--- src/rtl/vga_pkg.sv ---
// Shared timing constants, FSM state type and sync decode for the VGA timing generator.
// Counters run 1..TOTAL; each region is described by the last count it occupies.
package vga_pkg;

  localparam int CNT_W = 11;

  // Horizontal regions in line order: sync tail, back porch, active, front porch, sync head
  localparam logic [CNT_W-1:0] H_SYNC_END = 11'd2;
  localparam logic [CNT_W-1:0] H_BP_END   = 11'd50;
  localparam logic [CNT_W-1:0] H_ACT_END  = 11'd690;
  localparam logic [CNT_W-1:0] H_FP_END   = 11'd706;

  // Vertical regions in frame order: active, front porch, sync, back porch
  localparam logic [CNT_W-1:0] V_ACT_END  = 11'd480;
  localparam logic [CNT_W-1:0] V_FP_END   = 11'd490;
  localparam logic [CNT_W-1:0] V_SYNC_END = 11'd492;

  // {hs, vs, de} while idle or in reset
  localparam logic [2:0] SYNC_IDLE = 3'b110;

  typedef enum logic [1:0] {
    IDLE     = 2'd0,
    RUN      = 2'd1,
    STOPPING = 2'd2
  } state_t;

  // Horizontal sync straddles the line wrap, so it is low at both ends of the count range.
  function automatic logic [2:0] decode_sync(input logic [CNT_W-1:0] x, input logic [CNT_W-1:0] y);
    logic hs;
    logic vs;
    logic de;
    hs = !((x > H_FP_END) || ((x != '0) && (x <= H_SYNC_END)));
    vs = !((y > V_FP_END) && (y <= V_SYNC_END));
    de = (x > H_BP_END) && (x <= H_ACT_END) && (y != '0) && (y <= V_ACT_END);
    return {hs, vs, de};
  endfunction

endpackage

--- src/rtl/vga_timing_gen_if.sv ---
// Port bundle of the VGA timing generator: run request in, counters and syncs out.
// frame_cnt exists only when VGA_TIMING_FRAME_CNT_EN is defined.
interface vga_timing_gen_if;
  import vga_pkg::*;

  logic             en;
  logic [CNT_W-1:0] value_x;
  logic [CNT_W-1:0] value_y;
  logic             vga_hs;
  logic             vga_vs;
  logic             vga_de;
  logic             frame_start;
  logic             running;
`ifdef VGA_TIMING_FRAME_CNT_EN
  logic [15:0]      frame_cnt;
`endif

  modport master (
    input  en,
    output value_x, value_y, vga_hs, vga_vs, vga_de, frame_start, running
`ifdef VGA_TIMING_FRAME_CNT_EN
    , output frame_cnt
`endif
  );

  modport slave (
    output en,
    input  value_x, value_y, vga_hs, vga_vs, vga_de, frame_start, running
`ifdef VGA_TIMING_FRAME_CNT_EN
    , input frame_cnt
`endif
  );

endinterface

--- src/rtl/vga_sync_dly.sv ---
// DEPTH-stage shift register for {hs, vs, de}; every stage resets to the idle pattern.
module vga_sync_dly
  import vga_pkg::*;
#(
  parameter int DEPTH = 1
) (
  input  logic       clk,
  input  logic       rst,
  input  logic [2:0] din,
  output logic [2:0] dout
);

  for (genvar gi = 0; gi < DEPTH; gi++) begin : g_stage
    logic [2:0] q_reg;
    if (gi == 0) begin : g_first
      always_ff @(posedge clk or posedge rst) begin
        if (rst) q_reg <= SYNC_IDLE;
        else     q_reg <= din;
      end
    end else begin : g_next
      always_ff @(posedge clk or posedge rst) begin
        if (rst) q_reg <= SYNC_IDLE;
        else     q_reg <= g_stage[gi-1].q_reg;
      end
    end
  end

  assign dout = g_stage[DEPTH-1].q_reg;

endmodule

--- src/rtl/vga_timing_gen.sv ---
// VGA timing generator: IDLE/RUN/STOPPING FSM, 1-based pixel/line counters and delayed syncs.
// Optional frame counter output enabled by defining VGA_TIMING_FRAME_CNT_EN.
module vga_timing_gen
  import vga_pkg::*;
#(
  parameter int SYNC_DLY = 1,
  parameter int H_TOTAL  = 800,
  parameter int V_TOTAL  = 525
) (
  input  logic              clk,
  input  logic              rst,
  vga_timing_gen_if.master  bus
);

  localparam logic [CNT_W-1:0] H_LAST = CNT_W'(H_TOTAL);
  localparam logic [CNT_W-1:0] V_LAST = CNT_W'(V_TOTAL);

  state_t           state_reg, state_next;
  logic [CNT_W-1:0] x_reg, x_next;
  logic [CNT_W-1:0] y_reg, y_next;
  logic [CNT_W-1:0] x_adv, y_adv;
  logic             line_end, frame_end;
  logic             running, frame_start;
  logic [2:0]       sync_raw, sync_out;

  assign line_end  = (x_reg == H_LAST);
  assign frame_end = line_end && (y_reg == V_LAST);
  assign x_adv     = line_end ? 11'd1 : x_reg + 11'd1;
  assign y_adv     = !line_end ? y_reg : ((y_reg == V_LAST) ? 11'd1 : y_reg + 11'd1);

  always_ff @(posedge clk or posedge rst) begin
    if (rst) begin
      state_reg <= IDLE;
      x_reg     <= '0;
      y_reg     <= '0;
    end else begin
      state_reg <= state_next;
      x_reg     <= x_next;
      y_reg     <= y_next;
    end
  end

  // Dropping en only arms the stop; the frame always runs to (H_TOTAL, V_TOTAL).
  always_comb begin
    state_next = state_reg;
    x_next     = x_reg;
    y_next     = y_reg;
    case (state_reg)
      IDLE: begin
        if (bus.en) begin
          state_next = RUN;
          x_next     = 11'd1;
          y_next     = 11'd1;
        end
      end
      RUN: begin
        x_next = x_adv;
        y_next = y_adv;
        if (!bus.en) state_next = STOPPING;
      end
      STOPPING: begin
        if (bus.en) begin
          state_next = RUN;
          x_next     = x_adv;
          y_next     = y_adv;
        end else if (frame_end) begin
          state_next = IDLE;
          x_next     = '0;
          y_next     = '0;
        end else begin
          x_next = x_adv;
          y_next = y_adv;
        end
      end
      default: begin
        state_next = IDLE;
        x_next     = '0;
        y_next     = '0;
      end
    endcase
  end

  assign running     = (state_reg != IDLE);
  assign frame_start = (x_reg == 11'd1) && (y_reg == 11'd1);
  assign sync_raw    = running ? decode_sync(x_reg, y_reg) : SYNC_IDLE;

  vga_sync_dly #(.DEPTH(SYNC_DLY)) u_sync_dly (
    .clk  (clk),
    .rst  (rst),
    .din  (sync_raw),
    .dout (sync_out)
  );

  assign bus.value_x     = x_reg;
  assign bus.value_y     = y_reg;
  assign bus.vga_hs      = sync_out[2];
  assign bus.vga_vs      = sync_out[1];
  assign bus.vga_de      = sync_out[0];
  assign bus.frame_start = frame_start;
  assign bus.running     = running;

`ifdef VGA_TIMING_FRAME_CNT_EN
  logic [15:0] frame_cnt_reg;

  always_ff @(posedge clk or posedge rst) begin
    if (rst)              frame_cnt_reg <= '0;
    else if (frame_start) frame_cnt_reg <= frame_cnt_reg + 16'd1;
  end

  assign bus.frame_cnt = frame_cnt_reg;
`endif

endmodule

--- src/flat_wrapper.sv ---
// flat-port wrapper written by rule: the top's interface ports become plain ports
module vga_timing_gen_flat import vga_pkg::*;
#(
  parameter int SYNC_DLY = 1,
  parameter int H_TOTAL  = 800,
  parameter int V_TOTAL  = 525
)
  (clk, rst, bus_en, bus_value_x, bus_value_y, bus_vga_hs, bus_vga_vs, bus_vga_de, bus_frame_start, bus_running);
  vga_timing_gen_if bus_i ();
  input  logic clk;
  input  logic rst;
  input wire logic [$bits(bus_i.en)-1:0] bus_en;
  output wire logic [$bits(bus_i.value_x)-1:0] bus_value_x;
  output wire logic [$bits(bus_i.value_y)-1:0] bus_value_y;
  output wire logic [$bits(bus_i.vga_hs)-1:0] bus_vga_hs;
  output wire logic [$bits(bus_i.vga_vs)-1:0] bus_vga_vs;
  output wire logic [$bits(bus_i.vga_de)-1:0] bus_vga_de;
  output wire logic [$bits(bus_i.frame_start)-1:0] bus_frame_start;
  output wire logic [$bits(bus_i.running)-1:0] bus_running;
  assign bus_i.en = bus_en;
  assign bus_value_x = bus_i.value_x;
  assign bus_value_y = bus_i.value_y;
  assign bus_vga_hs = bus_i.vga_hs;
  assign bus_vga_vs = bus_i.vga_vs;
  assign bus_vga_de = bus_i.vga_de;
  assign bus_frame_start = bus_i.frame_start;
  assign bus_running = bus_i.running;
  vga_timing_gen #(.SYNC_DLY(SYNC_DLY), .H_TOTAL(H_TOTAL), .V_TOTAL(V_TOTAL)) u_core (.clk(clk), .rst(rst), .bus(bus_i));
endmodule
--- config.mk ---
export PLATFORM = sky130hd
export DESIGN_NAME = vga_timing_gen_flat
export DESIGN_NICKNAME = d
export VERILOG_FILES = /design/src/rtl/vga_pkg.sv /design/src/rtl/vga_timing_gen_if.sv /design/src/rtl/vga_sync_dly.sv /design/src/rtl/vga_timing_gen.sv /design/src/flat_wrapper.sv
export SDC_FILE = /design/constraint.sdc
export NUM_CORES = 1
export LEC_CHECK = 0
export CAP_MARGIN = 10
export CELL_PAD_IN_SITES_DETAIL_PLACEMENT = 1
export CELL_PAD_IN_SITES_GLOBAL_PLACEMENT = 2
export CORE_ASPECT_RATIO = 0.6
export CORE_MARGIN = 1
export CORE_UTILIZATION = 32
export CTS_BUF_LIST = sky130_fd_sc_hd__clkbuf_4
export DETAILED_ROUTE_END_ITERATION = 12
export PLACE_DENSITY = 0.9
export SYNTH_ARGS = -nofsm -noshare
export SYNTH_HDL_FRONTEND = slang
export SYNTH_SLANG_ARGS = --single-unit
--- constraint.sdc ---
create_clock -name clk -period 3.5 [get_ports clk]
set_clock_uncertainty 0.2 [all_clocks]
set_input_delay 0.7 -clock clk [delete_from_list [all_inputs] [get_ports clk]]
set_output_delay 0.7 -clock clk [all_outputs]
set_load 0.01 [all_outputs]
**Yosys cells after proc, flatten, opt, wreduce, memory -nomap -nowiden**

Index checks and enable logic that the tools add are counted.

- Add/sub/neg operators: 2
- Magnitude comparators: 7
- Equal/unequal tests: 9
- Reductions and logical operators: 15
- Mux-type cells: 16

Operator list:

| operator | number |
|---|---|
| 11-bit 2-to-1 mux | 8 |
| 11-bit case mux with 3 select lines | 2 |
| 11-bit by 1-bit adder with 11-bit output (second input constant) | 2 |
| 11-bit by 1-bit equality test with 1-bit output (second input constant) | 2 |
| 11-bit by 10-bit equality test with 1-bit output (second input constant) | 2 |
| 11-bit by 9-bit <= comparator with 1-bit output (second input constant) | 2 |
| 11-bit nonzero test | 2 |
| 11-bit by 10-bit > comparator with 1-bit output (second input constant) | 1 |
| 11-bit by 6-bit > comparator with 1-bit output (second input constant) | 1 |
| 11-bit by 9-bit > comparator with 1-bit output (second input constant) | 1 |
| 11-bit by 10-bit <= comparator with 1-bit output (second input constant) | 1 |
| 11-bit by 2-bit <= comparator with 1-bit output (second input constant) | 1 |
| 2-bit 2-to-1 mux | 4 |
| 1-bit logical AND | 7 |
| 2-bit case mux with 3 select lines | 1 |
| 2-bit inequality test (second input constant) | 2 |
| 3-bit 2-to-1 mux | 1 |
| 3-bit by 2-bit inequality test with 1-bit output (second input constant) | 1 |
| 3-bit AND reduction | 1 |
| 2-bit by 1-bit equality test with 1-bit output (second input constant) | 1 |
| 2-bit equality test (second input constant) | 1 |
| 1-bit logical NOT | 2 |
| 2-bit logical NOT | 1 |
| 2-bit nonzero test | 1 |
| 1-bit logical OR | 1 |

- Output and inout port bits: 27
- Input bits: 3
- Register bits: 27
- Logic and storage cells: 53

**Logic depth before layout (Yosys ltp)**

Gate-level depths: netlist of the first run.

- Depth after elaboration: 6
- Gate-level depth with buffers: 8
- Mapped depth without buffers: 7

**Cells and area by module**

A second synthesis of the first run with hierarchy kept.

- Cell total of the unflattened synthesis: 205
- Area total of the unflattened synthesis: 1761.7 um^2

Modules (own cells, without submodules):

| module | area each (um^2) | instances | seq. area each (um^2) | cells an instance |
|---|---|---|---|---|
| vga_timing_gen | 1680.4 | 1 | 600.6 | 201 |
| vga_sync_dly | 81.3 | 1 | 77.6 | 4 |

**Worst setup path after synthesis of the first run**

No wires, ideal clock.

- Path type: reg-to-reg
- Start point: reg u_core.x_reg[2] (netlist: u_core.bus.value_x[2])
- End point: reg u_core.y_reg[9] (netlist: u_core.bus.value_y[9])
- Setup slack: 707 ps
- Arrival time: 2524 ps
- Required time: 3231 ps
- Clock period less this slack: 2793 ps
- Buffers on the path: 3
- Library setup time: 69 ps
- Cell stages (with the launch flop): 9
- Cell sequence: dfrtp_1 buf_6 or3_4 buf_6 or3_1 buf_2 or4_4 or4_1 nand3_1

- Cells in the longest elaborated chain, start to end: 5
- Elaborated cells between the ends (all ways): 6
- Those cells by class: 1 x eq/ne; 4 x mux; 1 x reduce/logical

RTL lines:

| what | line | source |
|---|---|---|
| from (decl) | vga_timing_gen.sv:19 | `logic [CNT_W-1:0] x_reg, x_next;` |
| from (signal assigned) | vga_timing_gen.sv:38 | `x_reg <= x_next;` |
| 11-bit by 10-bit equality test with 1-bit output * | vga_timing_gen.sv:26 | `assign line_end = (x_reg == H_LAST);` |
| 11-bit 2-to-1 mux or 1-bit logical AND (tied branches) | vga_timing_gen.sv:29, vga_timing_gen.sv:27 |  |
| 11-bit 2-to-1 mux | vga_timing_gen.sv:66 | `end else if (frame_end) begin` |
| 11-bit 2-to-1 mux | vga_timing_gen.sv:62 | `if (bus.en) begin` |
| 11-bit case mux with 3 select lines * | vga_timing_gen.sv:48 | `case (state_reg)` |
| to (signal assigned) | vga_timing_gen.sv:39 | `y_reg <= y_next;` |
| to (decl) | vga_timing_gen.sv:20 | `logic [CNT_W-1:0] y_reg, y_next;` |

Every way passes the cells marked *; elsewhere a longest branch is shown, timed or not.
A chain may end at the register's enable or synchronous reset.

**Worst setup path after layout of the first run**

- Start point: reg u_core.x_reg[7] (netlist: u_core.bus.value_x[7])
- End point: out bus_frame_start

- Cells in the longest elaborated chain, start to end: 2

RTL lines:

| what | line | source |
|---|---|---|
| 11-bit by 1-bit equality test with 1-bit output | vga_timing_gen.sv:84 | `assign frame_start = (x_reg == 11'd1) && (y_reg == 11'd1);` |
| 1-bit logical AND | vga_timing_gen.sv:84 |  |
| to (decl) | flat_wrapper.sv:18 | `output wire logic [$bits(bus_i.frame_start)-1:0] bus_frame_start;` |

Every way passes these cells.

==> flow_summary_export.csv, run 1 <==
group,metric,value,unit
finish,n_antenna_cell,0,
setup_path,required,2600,ps
cts,cts_sinks,27,
floorplan,dieWidth,97.96,um
global_route,antenna_found_initial,0,
floorplan,rows,20,
yosys,synthArstFlopShare,100.0,%
sta,finalSetupViolCount,0,
sta,clock.fmax,0.3073,GHz
global_route,grt_pass1_wl,9114,um
floorplan,core,5180,um^2
yosys,netlist_instances,214,
routing,drcViolationCount,3,
finish,multi_input_area,985.9,um^2
power,ir_drop,0.1588,mV
cts,clock_latency,330,ps
floorplan,pin_count,30,
routing,ant_nets,0,
outcome,status,"finished, violations left",
routing,post_drt_wl_per_cell,17.89,um
placed_design,finalWeightedCongestion,0.8084,
yosys,syn_nets,224,
global_route,grt_max_degree,28,
global_route,grt_pass1_vias,1686,
cts,holdBufCountCts,0,
floorplan,start_util,34.13,%
yosys,synth_edf_count,0,
finish,stdcell_area,2165,um^2
finish,layout_common_cells,"clkdlybuf4s50_1, nand2_1, dfrtp_1",
global_route,gr-total-overflow,0,
finish,nNetsFinal,254,
yosys,ys_ff_latch,27,
hold_path,hp-start,"u_core.bus.value_x[10]",
finish,area_growth,22.43,%
sta,worst_pin_slew,896.4,ps
yosys,synth.distinct_cells,46,
routing,wl,5528,um
sta,finalHoldViolCount,0,
placed_design,dpl.cell_count,305,
floorplan,die-area,5836,um^2
sta,final.setup.tns,0,ps
placed_design,port_buffers,29,
setup_path,worstPathMaxFanout,7,
placed_design,place_ws,603.0,ps
sta,period_needed,3254,ps
routing,firstDrtPassIters,8,
setup_path,rr_startpoint,"u_core.bus.value_x[0]",
cts,cts_max_path_buffers,2,
floorplan,die_h,59.58,um
power,powerDensity,416.5,nW/um^2
setup_path,ff2ff_path_depth,7,
cts,cts_tree,"yes",
cts,clkTransAtPathRegs,140,ps
routing,vias_per_cell,5.709,
power,leakage,0.8502,nW
finish,register_area,678.2,um^2
setup_path,worstReg2RegEnd,"u_core.bus.value_y[7]",
finish,fillers,629,
finish,finalNonFillerCells,309,
hold_path,holdPathEnd,"u_core.bus.value_x[10]",
yosys,synth.avg_cell_area,8.261,um^2
yosys,netlist_area,1768,um^2
yosys,synth_seq_area_share,38.36,%
sta,rsz0062_at_grt,"no",
setup_path,arrival,2350,ps
flow_run,drv_cap,0,
yosys,synth_ff_type,"dfrtp_1",
sta,relSlewSlack,39.69,%
hold_path,hold_class,"reg2reg",
sta,maxSlewViolCount,0,
routing,vias,1764,
hold_path,min_path_cells,1,
cts,clockRootBuffer,"clkbuf_4",
placed_design,dpl.hpwl,4191,um
setup_path,cp-start-kind,"flip-flop",
placed_design,dpl_cell_area,2135,um^2
setup_path,crit_type,"reg2out",
cts,htree_num_levels,1,
setup_path,r2r_setup_slack,680,ps
cts,ctsResizeCount,0,
routing,drt-initial-drc-count,95,
outcome,violations,"DRC",
sta,period_share,92.98,%
global_route,track_usage,20.53,%
yosys,yosys_warnings,0,
cts,cts_setup_buffers,0,
finish,drive_gt1_share,7.407,%
setup_path,end_kind,"output port",
sta,setup_slack,245.6,ps
cts,cts_inserted_buffers,3,
finish,mostFrequentLayoutCell,"clkdlybuf4s50_1",
==> how the worst max path moves through the flow <==
stage,cells after the start,startpoint,endpoint,slack (ps)
global placement,5,u_core.bus.value_x[10],bus_frame_start,650
floorplan,8,u_core.bus.value_x[2],u_core.bus.value_y[9],710
global route,4,u_core.bus.value_y[7],bus_frame_start,150
CTS,5,u_core.bus.value_x[7],bus_frame_start,190
detailed placement,5,u_core.bus.value_x[7],bus_frame_start,600
finish,5,u_core.bus.value_x[7],bus_frame_start,250
==> area by class of cell <==
cell class              count  area share, %
clock buffers               4          1.387
inverters                  12          2.081
multi-input cells         164          45.55
flip-flops and latches     27          31.33
well taps                  66          3.815
repair buffers             36          15.84
==> power by group <==
group | internal [W] | total (W) | switching [W] | leakage (nW)
Combinational | 0.000161 | 0.000349 | 0.000188 | 0.475
Clock | 0.0000524 | 0.000146 | 0.0000940 | 0.0184
Sequential | 0.000349 | 0.000406 | 0.0000566 | 0.357
Total | 0.000563 | 0.000901 | 0.000339 | 0.850
==> critical path, stage by stage (launching register included) <==
cell and delay, ps:
dfrtp_1 480, or4_1 560, nor2_1 110, nand2_1 80
nor3_1 230, clkdlybuf4s50_1 580
==> Yosys cell counts, types with 3 or more instances <==
library cell,n,area share (%)
a21oi_1,16,4.5
a31oi_1,4,1.4
clkbuf_1,7,1.5
dfrtp_1,25,35
ha_1,7,5.0
inv_1,12,2.5
nand2_1,26,5.5
nand2b_1,3,1.1
nand3_1,11,3.1
nand4_1,8,2.8
nor2_1,13,2.8
nor3_1,7,2.0
nor4_1,5,1.8
o21ai_0,16,4.5
o22ai_1,3,1.1
or3_1,4,1.4
or4_1,3,1.3
xnor2_1,3,1.5
xor2_1,3,1.5
==> through the flow <==
step	hold slack, ps	total power, W	util (%)
after global routing	413.0	0.0009634	41.79
after CTS	372.2	0.0009130	41.79
after floorplan	362.7	0.0006240	-
after detailed placement	349.2	0.0007562	41.21
after global placement	356.4	0.0007522	41.21
final	374.2	0.0009014	41.79
==> routing by layer <==
metal	routed length, um	share of wire (%)	track usage, %	vias to the layer above
li1	-	-	-	841
met1	2993	54	32.51	874
met4	15	0.27	1.948	0
met5	0	0	0	-
met3	357	6.5	4.481	2
met2	2162	39	28.77	47
==> logic make-up (layout without fill, tap and decap cells) <==
family | after synthesis | after routing | synth area share, %
AO/OA/AOI/OAI | 57 | 57 | 19.53
adder cells (fa/ha/maj) | 7 | 7 | 4.954
XOR/XNOR | 6 | 6 | 2.973
AND/OR/NAND/NOR | 94 | 94 | 28.31
flip-flops | 27 | 27 | 38.36
buffers and inverters | 23 | 52 | 5.874
(Power assumes the default switching activity.)
==> run 2: changes to the inputs <==
Settings changed: CORE_ASPECT_RATIO 0.6 to 2.
==> flow_summary_export.csv, run 2 (synthesis results as in run 1) <==
group,metric,value,unit
floorplan,core,5373,um^2
setup_path,critPathSlowestCell,"nor4_1",
setup_path,required,2600,ps
cts,cts_inserted_buffers,3,
setup_path,crit_family,"simple AND/OR/NAND/NOR gates",
sta,finalSetupViolCount,0,
routing,top_layer,"met4",
routing,wl,5782,um
setup_path,path_cells,"nor4_1 > nand3_1 > nor3_1 > clkdlybuf4s50_1",
placed_design,dpl_cell_area,2127,um^2
cts,cts_tree,"yes",
floorplan,die_h,107.1,um
setup_path,arrival,2450,ps
routing,drcViolationCount,0,
setup_path,crit_type,"reg2out",
routing,routed-wl-met2,3381,um
finish,layout_common_cells,"clkdlybuf4s50_1, nand2_1, dfrtp_1",
global_route,grt_pass1_wl,9280,um
outcome,status,"finished, final reports clean",
placed_design,port_buffers,29,
finish,drive_gt1_share,7.407,%
sta,maxSlewViolCount,0,
routing,wl_met3,100,um
routing,firstDrtPassIters,4,
routing,wl_met1,2029,um
cts,htree_num_levels,1,
floorplan,rows,38,
cts,holdBufCountCts,0,
cts,cts_max_path_buffers,2,
cts,cts_setup_buffers,0,
routing,drt-initial-drc-count,33,
power,ir_drop,0.2209,mV
setup_path,max_stage_delay,620,ps
placed_design,dpl.hpwl,4512,um
floorplan,die-area,5844,um^2
global_route,grt_max_degree,28,
global_route,grt_pass1_vias,1856,
finish,nNetsFinal,254,
sta,rsz0062_at_grt,"no",
global_route,gr-total-overflow,0,
finish,n_antenna_cell,0,
cts,clkTransAtPathRegs,150,ps
cts,cts_sinks,27,
power,leakage,0.8500,nW
sta,finalHoldViolCount,0,
floorplan,pin_count,30,
cts,clockRootBuffer,"clkbuf_4",
power,finalPower,0.0009169,W
sta,final.setup.tns,0,ps
setup_path,path_buf_inv,1,
routing,vias_per_cell,5.934,
setup_path,cp-start-kind,"flip-flop",
finish,stdcell_area,2157,um^2
global_route,antenna_found_initial,0,
sta,period_needed,3350,ps
routing,post_drt_wl_per_cell,19.08,um
power,powerDensity,425.1,nW/um^2
setup_path,worstPathMaxFanout,8,
floorplan,dieWidth,54.56,um
sta,period_share,95.71,%
floorplan,start_util,32.91,%
sta,worst_pin_slew,844.6,ps
finish,mostFrequentLayoutCell,"clkdlybuf4s50_1",
sta,relSlewSlack,42.92,%
setup_path,end_kind,"output port",
cts,ctsResizeCount,0,
routing,vias,1798,
cts,clock_latency,350,ps
global_route,track_usage,22.45,%
flow_run,drv_cap,0,
routing,ant_nets,0,
hold_path,hold_class,"reg2reg",
finish,area_growth,22.01,%
sta,clock.fmax,0.2985,GHz
placed_design,finalWeightedCongestion,0.8695,
-- run 2: cell counts in the layout (fill, tap and decap cells not counted) --
No cell type changed its count.
-- run 2: worst paths after layout --
check / from / endpoint / depth (start not counted) / slack [ps]
min reg2reg: u_core.bus.value_x[10] / u_core.bus.value_x[10] / 1 / 390
max reg2reg: u_core.bus.value_x[1] / u_core.bus.value_y[7] / 7 / 670
max in group asynchronous: rst / u_core.u_sync_dly.dout[2] / 3 / 2280
max: u_core.bus.value_y[5] / bus_frame_start / 4 / 150
min in group asynchronous: rst / u_core.bus.value_x[5] / 3 / 500
min: u_core.bus.value_x[10] / u_core.bus.value_x[10] / 1 / 390
-- run 2: power breakdown --
group	total, W	switching [W]	internal, W	leakage (nW)
sequential	0.000401	0.0000521	0.000349	0.357
combinational	0.000361	0.000196	0.000166	0.475
clock	0.000154	0.000102	0.0000528	0.0184
total	0.000917	0.000349	0.000567	0.850
-- run 2: metrics by stage --
stage	std cells	utilization, %	setup slack (ps)	hold slack (ps)
after floorplan	214	-	706.8	362.7
after detailed placement	299	39.59	572.7	359.3
after CTS	303	40.15	159.8	388.8
after global placement	299	39.59	611.5	344.6
after global routing	303	40.15	23.13	419.8
final	303	40.15	150.3	391.1
-- run 2: worst register-to-register path, cell delays in order (launching register included) --
cell,delay [ps]
dfrtp_1,530
inv_1,150
ha_1,180
nand4bb_1,170
or3_1,450
or4_4,570
or4_1,420
nand3_1,100
-- run 2: final cells by class --
class	count	area, um^2
Tap cell	60	75.07
Inverter	12	45.04
Timing Repair Buffer	36	342.8
Sequential cell	27	678.2
Multi-Input combinational cell	164	985.9
Fill cell	659	3216
Clock buffer	4	30.03
-- run 2: metal layers --
metal	vias to the layer above	global-route usage (%)
li1	834	-
met1	920	22.35
met2	28	41.29
met3	16	1.702
met4	0	13.55
met5	-	0
